### config.mk
export PLATFORM = sky130hd
export DESIGN_NAME = gray_receiver
export DESIGN_NICKNAME = d
export VERILOG_FILES = /design/src/rtl/gray_receiver.sv
export SDC_FILE = /design/constraint.sdc
export NUM_CORES = 1
export LEC_CHECK = 0
export CORE_MARGIN = 4
export CORE_UTILIZATION = 45
export CTS_BUF_LIST = sky130_fd_sc_hd__clkbuf_4 sky130_fd_sc_hd__clkbuf_8 sky130_fd_sc_hd__clkbuf_16
export CTS_CLUSTER_SIZE = 16
export DETAILED_ROUTE_END_ITERATION = 7
export GPL_TIMING_DRIVEN = 0
export PLACE_DENSITY = 0.76
export RECOVER_POWER = 25
export REMOVE_ABC_BUFFERS = 1
export SLEW_MARGIN = 20
export SYNTH_ARGS = -nofsm -noshare
export SYNTH_HDL_FRONTEND = slang
export SYNTH_SLANG_ARGS = --single-unit
### constraint.sdc
create_clock -name clk -period 2.5 [get_ports clk]
set_clock_uncertainty 0.1 [all_clocks]
set_input_delay 0.5 -clock clk [delete_from_list [all_inputs] [get_ports clk]]
set_output_delay 0.5 -clock clk [all_outputs]
set_load 0.05 [all_outputs]
### src/rtl/gray_receiver.sv
// Gray-coded count receiver: one input pipeline stage, then decode, step classification
// against the previously accepted sample, lock FSM and saturating error counter.
module gray_receiver #(
    parameter int M     = 3,
    parameter int ERR_W = 8
) (
    input  logic             clk,
    input  logic             rst_n,
    input  logic [M-1:0]     gray_in,
    input  logic             valid,
    input  logic             clr_err,
    output logic [M-1:0]     bin_out,
    output logic             bin_valid,
    output logic             step_err,
    output logic             dir_down,
    output logic             locked,
    output logic [ERR_W-1:0] err_count
);

    typedef enum logic [1:0] {
        StUnlocked = 2'd0,
        StLocked   = 2'd1,
        StSuspect  = 2'd2
    } state_e;

    localparam logic [M-1:0]     OneM   = {{(M-1){1'b0}}, 1'b1};
    localparam logic [ERR_W-1:0] ErrMax = {ERR_W{1'b1}};

    function automatic logic [M-1:0] gray2bin(input logic [M-1:0] g);
        logic [M-1:0] b;
        b[M-1] = g[M-1];
        for (int i = M - 2; i >= 0; i--) begin
            b[i] = b[i+1] ^ g[i];
        end
        return b;
    endfunction

    // Input capture stage: the sample taken here is classified on the following edge.
    logic             r_in_valid;
    logic [M-1:0]     r_in_gray;

    logic [M-1:0]     r_prev_gray;
    state_e           r_state;
    logic [M-1:0]     r_bin;
    logic             r_bin_valid;
    logic             r_step_err;
    logic             r_dir_down;
    logic [ERR_W-1:0] r_err_count;

    logic [M-1:0]     w_new_bin;
    logic [M-1:0]     w_prev_bin;
    logic [M-1:0]     w_diff;
    logic             w_zero;
    logic             w_single;
    logic             w_up;
    state_e           w_state_d;
    logic             w_step_err_d;
    logic             w_dir_down_d;
    logic             w_err_inc;
    logic [ERR_W-1:0] w_err_count_d;

    assign w_new_bin  = gray2bin(r_in_gray);
    assign w_prev_bin = gray2bin(r_prev_gray);
    assign w_diff     = r_in_gray ^ r_prev_gray;
    assign w_zero     = (w_diff == '0);
    // Exactly one bit set: nonzero and clearing the lowest set bit leaves nothing.
    assign w_single   = !w_zero && ((w_diff & (w_diff - OneM)) == '0);
    assign w_up       = (w_new_bin == (w_prev_bin + OneM));

    always_comb begin
        w_state_d    = r_state;
        w_step_err_d = 1'b0;
        w_dir_down_d = r_dir_down;
        w_err_inc    = 1'b0;
        if (r_in_valid) begin
            unique case (r_state)
                StUnlocked: begin
                    w_state_d = StLocked;
                end
                StLocked, StSuspect: begin
                    if (w_single) begin
                        w_state_d    = StLocked;
                        w_dir_down_d = !w_up;
                    end else if (!w_zero) begin
                        w_step_err_d = 1'b1;
                        w_err_inc    = 1'b1;
                        w_state_d    = (r_state == StLocked) ? StSuspect : StUnlocked;
                    end
                end
                default: begin
                    w_state_d = StUnlocked;
                end
            endcase
        end
    end

    always_comb begin
        w_err_count_d = r_err_count;
        if (clr_err) begin
            w_err_count_d = '0;
        end else if (w_err_inc && (r_err_count != ErrMax)) begin
            w_err_count_d = r_err_count + 1'b1;
        end
    end

    always_ff @(posedge clk or negedge rst_n) begin
        if (!rst_n) begin
            r_in_valid  <= 1'b0;
            r_in_gray   <= '0;
            r_prev_gray <= '0;
            r_state     <= StUnlocked;
            r_bin       <= '0;
            r_bin_valid <= 1'b0;
            r_step_err  <= 1'b0;
            r_dir_down  <= 1'b0;
            r_err_count <= '0;
        end else begin
            r_in_valid  <= valid;
            if (valid) begin
                r_in_gray <= gray_in;
            end
            r_bin_valid <= r_in_valid;
            r_step_err  <= w_step_err_d;
            r_err_count <= w_err_count_d;
            if (r_in_valid) begin
                r_state     <= w_state_d;
                r_prev_gray <= r_in_gray;
                r_bin       <= w_new_bin;
                r_dir_down  <= w_dir_down_d;
            end
        end
    end

    assign bin_out   = r_bin;
    assign bin_valid = r_bin_valid;
    assign step_err  = r_step_err;
    assign dir_down  = r_dir_down;
    assign locked    = (r_state == StLocked);
    assign err_count = r_err_count;

endmodule

**Word-level counts from Yosys, hierarchy flattened**

Index checks and enable logic that the tools add are counted.

- Register bits after elaboration: 23
- Bits of input ports: 7
- Output and inout bits: 15
- Word-level logic and storage cells: 44

- Add/sub/neg operators: 3
- Eq/ne operators: 5
- Multiplexer cells: 10
- Bitwise operators: 6
- Reduce and logical (&&, ||, !) cells: 11

Operators with widths:

| cell | count |
|---|---|
| $mux W8 | 2 |
| $add A8 B1 Y8 const B | 1 |
| $ne A8 B8 Y1 const B | 1 |
| $logic_not A3 Y1 | 2 |
| $mux W2 | 3 |
| $mux W1 | 4 |
| $pmux W2 S2 | 1 |
| $xor A1 B1 Y1 | 4 |
| $add A3 B1 Y3 const B | 1 |
| $and A3 B3 Y3 | 1 |
| $eq A3 B3 Y1 | 1 |
| $ne A3 B3 Y1 const B | 1 |
| $reduce_and A3 Y1 | 1 |
| $sub A3 B1 Y3 const B | 1 |
| $xor A3 B3 Y3 | 1 |
| $eq A2 B1 Y1 const B | 1 |
| $eq A2 B2 Y1 const B | 1 |
| $logic_and A1 B1 Y1 | 2 |
| $logic_not A1 Y1 | 2 |
| $logic_not A2 Y1 | 1 |
| $reduce_and A2 Y1 | 1 |
| $reduce_bool A2 Y1 | 1 |
| $reduce_or A2 Y1 | 1 |

**Longest topological paths before layout**

- Word-level depth: 11
- Gate-level depth with buffers: 6
- Depth with buffers taken out: 6

**Least setup slack after synthesis**

No wires, ideal clock.

- Path type: flip-flop to flip-flop
- From: register r_err_count[0], in the netlist err_count[0]
- To: register r_err_count[0], in the netlist err_count[0]
- Library setup time: 125 ps
- Data arrival time: 1692 ps
- Data required time: 2275 ps
- Setup slack: 583 ps
- Stages on the path, launching flop included: 6
- Buffers on the path: 0
- Period minus slack after synthesis: 1917 ps
- Path through: dfrtp_1 ha_1 nand4_1 nor2_1 nor3_1 mux2_2

- Longest elaborated chain between the ends: 3
- Elaborated cells between the ends (all ways): 6
- Classes of those cells: add/sub (1); eq/ne (1); mux (2); reduce/logical (2)

RTL lines:

| item | line | source |
|---|---|---|
| start, declared | 48 | `logic [ERR_W-1:0] r_err_count;` |
| start signal, assigned | 124 | `r_err_count <= w_err_count_d;` |
| $add A8 B1 Y8 / $ne A8 B8 Y1 (equally long branches) | 102, 101 |  |
| $mux W8 / $logic_and A1 B1 Y1 (equally long branches) | 101 | `end else if (w_err_inc && (r_err_count != ErrMax)) begin` |
| $mux W8 / $reduce_bool A2 Y1 (equally long branches) | -- |  |

Several ways; a longest one is shown, not always the timed one. The select of a mux whose other input is x is not followed.
A chain may end at the register's enable or synchronous reset.

**Worst setup path after layout**

- From: register r_state[1]
- To: output locked

- Longest elaborated chain between the ends: 1

RTL lines:

| item | line | source |
|---|---|---|
| start, declared | 43 | `state_e r_state;` |
| start signal, assigned | 111 | `r_state <= StUnlocked;` |
| start signal, assigned | 126 | `r_state <= w_state_d;` |
| $eq A2 B1 Y1 | 138 | `assign locked = (r_state == StLocked);` |
| end, declared | 16 | `output logic locked,` |

Every way passes these cells.

==> reports/qor.yml <==
outcome: "complete, no violations"
critical_path.cell_chain: "inv_1 -> ha_1 -> clkdlybuf4s50_1"
root_buffer: "clkbuf_4"
io_pins: 22
drt_wl_total_um: 2410
grt_max_degree: 23
area_growth_pct: 20.20
switchingPower_mw: 0.5071
timing.rr.end: "err_count[7]"
peakVddDrop_mv: 0.7538
crit_path_start_kind: "flop"
fin_crit_ps: 2397
r2r_slack_ps: 380
worstPathRequired_ps: 1900
cts_tree: "done"
clk_latency_ps: 310
grt_pass1_wl_um: 4112
place.gp.congestion: 0.7858
critPathMaxStageDelay_ps: 800
leakage_nw: 0.6062
path_clk_slew_ps: 120
routed_via_density: 5.669
p_int_mw: 0.7786
overflow: 0
drive_above_1_share_pct: 14.89
slew_violations: 0
portBuffers: 21
pwr-share-clk_pct: 21.1
wl_per_cell_um: 14.01
syn_area_mm2: 0.001276
route.detailed.drc: 0
ys_types: 33
antenna_found_initial: 0
max_freq_ghz: 0.4172
ys_ff_latch: 22
tightest_slew_ps: 1126
core_mm2: 0.002734
place_ws_ps: 421.6
synthCells: 124
power_mw: 1.286
finalWorstSetupSlack_ps: 102.9
slew_headroom_pct: 24.92
syn_area_per_cell_um2: 10.29
synth-seq-area-share_pct: 43.14
end_kind: "output pin"
cts_buffers: 3
grtUsageTotal_pct: 14.60
nets: 153
crit_fanout: 3
grt_pass1_vias: 939
p_per_area_mw_per_mm2: 838.2
final.setup.tns_ps: 0
cts_sinks: 22
fin_hold_ws_ps: 269.3
ys_warn_count: 0
switching_share_pct: 39.44
h-tree-depth: 1
worstSetupPathType: "flop to output pin"
fp-row-count: 19
die_h_um: 61.26
setup_viol: 0
worstRegToRegCells: 4
dpl.hpwl_um: 1779
pwr-share-comb_pct: 40.7
period_share_pct: 95.88
antenna_cells: 0
min_path_type: "input pin to asynchronous set/reset pin"
yosysTopAreaCell: "dfrtp_1"
postCtsSetupRepairBufs: 0
synth_top_area_share_pct: 43.14
via_count: 975
power_frac_seq_pct: 38.2
dieArea_mm2: 0.003752
fillCellCount: 249
synthTopCellsByArea: "dfrtp_1 (43%), mux2_2 (11%), ha_1 (3.9%), xnor2_1 (3.4%), nand4_1 (2.9%)"
rsz0062_at_grt: "false"
maxCapViolations: 0
worst_path_max_delay_cell: "clkdlybuf4s50_1"
clk_path_buf_depth: 2
regToRegStartpoint: "r_in_gray[2]"
critPathArrivalTime_ps: 1800
hold_viol_final: 0
drtIter0Drc: 20
final_antenna_net_count: 0
die_x_um: 61.26
dr.pass1.iters: 4
initial_core_util_pct: 46.68
post_cts_resized: 0
cts.hold.buffers_added: 0
worst max-delay path, delay by kind of cell (launching register included):
kind	cells	cell delay (ps)
adder cells (fa/ha/maj)	1	170
buffers and inverters	2	890
flip-flops	1	420
metal layers:
| layer | vias up | global-route usage, % | wire [µm] |
|---|---|---|---|
| li1 | 486 | - | - |
| met1 | 467 | 18.61 | 1081 |
| met2 | 17 | 24.32 | 1206 |
| met3 | 5 | 4.822 | 105 |
| met4 | 0 | 2.786 | 16 |
| met5 | - | 0 | 0 |
synthesized netlist by cell type, drive strengths merged:
master	number
ha	4
or4b	2
dfrtp	22
a21oi	2
nand3	5
nor4	4
buf	4
clkbuf	4
and4b	1
or4	3
nand2b	3
o21ai	3
a31oi	2
nor3	2
nor2b	6
nor4bb	2
nand4	6
nor4b	1
xor2	3
nand2	5
nor3b	1
o31ai	2
o41ai	1
nand4b	2
inv	4
nor2	9
mux2	13
maj3	2
mux2i	1
xnor2	5
metrics by stage:
stage / cells / utilization (%) / area (µm²)
after floorplan: 116 / - / 1239
after global placement: 168 / 54.42 / 1488
after detailed placement: 168 / 54.42 / 1488
after CTS: 172 / 56.34 / 1540
after global routing: 172 / 56.11 / 1534
final: 172 / 56.11 / 1534
worst max path at each step:
stage / from / to / slack [ps] / depth (start not counted)
after floorplan: r_prev_gray[2] / err_count[0] / 290 / 4
final: r_state[1] / locked / 100 / 3
after global placement: r_in_gray[2] / err_count[5] / 450 / 4
after detailed placement: r_in_gray[2] / err_count[0] / 420 / 4
after global routing: r_state[1] / locked / 50 / 3
after CTS: r_state[1] / locked / 90 / 3
flip-flops by register name, summed over array words and instances (netlist names):
register / flops
dir_down: 1
step_err: 1
r_state: 2
r_in_valid: 1
bin_valid: 1
r_in_gray: 3
err_count: 8
r_prev_gray: 3
bin_out: 2
area by class of cell:
type	count	area, µm²	share of cell area, %
well taps	31	38.79	2.529
multi-input cells	90	673.1	43.88
repair buffers	21	203.9	13.30
clock buffers	3	22.52	1.468
clock inverters	1	30.03	1.958
inverters	4	15.01	0.9788
flip-flops and latches	22	550.5	35.89
logic make-up (layout without fill, tap and decap cells):
kind of cell | count (synthesis) | in the layout | share of synthesized area [%]
muxes | 14 | 14 | 12.25
and+or+nand+nor | 52 | 52 | 24.61
xor gates and xnor gates | 8 | 8 | 5.490
DFF | 22 | 22 | 43.14
adders and majority gates | 6 | 6 | 5.588
AOI/OAI and AO/OA | 10 | 10 | 4.803
buffers and inverters | 12 | 29 | 4.117
power by group through the flow:
stage | Combinational, mW | Clock [mW] | Sequential, mW
after floorplan | 0.270 | 0 | 0.593
after global placement | 0.514 | 0 | 0.493
after detailed placement | 0.527 | 0 | 0.498
after CTS | 0.529 | 0.280 | 0.491
after global routing | 0.569 | 0.291 | 0.504
final | 0.523 | 0.271 | 0.491
cells in the final DEF, fill, tap and decap left out, drive strengths merged, types with 4 or more instances in the layout:
| master | netlist | layout |
|---|---|---|
| xnor2 | 5 | 5 |
| nor2 | 9 | 9 |
| nand2 | 5 | 5 |
| nor2b | 6 | 6 |
| inv | 4 | 4 |
| mux2 | 13 | 13 |
| clkdlybuf4s50 | 0 | 20 |
| dfrtp | 22 | 22 |
| nand3 | 5 | 5 |
| nand4 | 6 | 6 |
| clkbuf | 4 | 4 |
| nor4 | 4 | 4 |
| ha | 4 | 4 |
No activity file was read; power rests on OpenSTA's default activity.
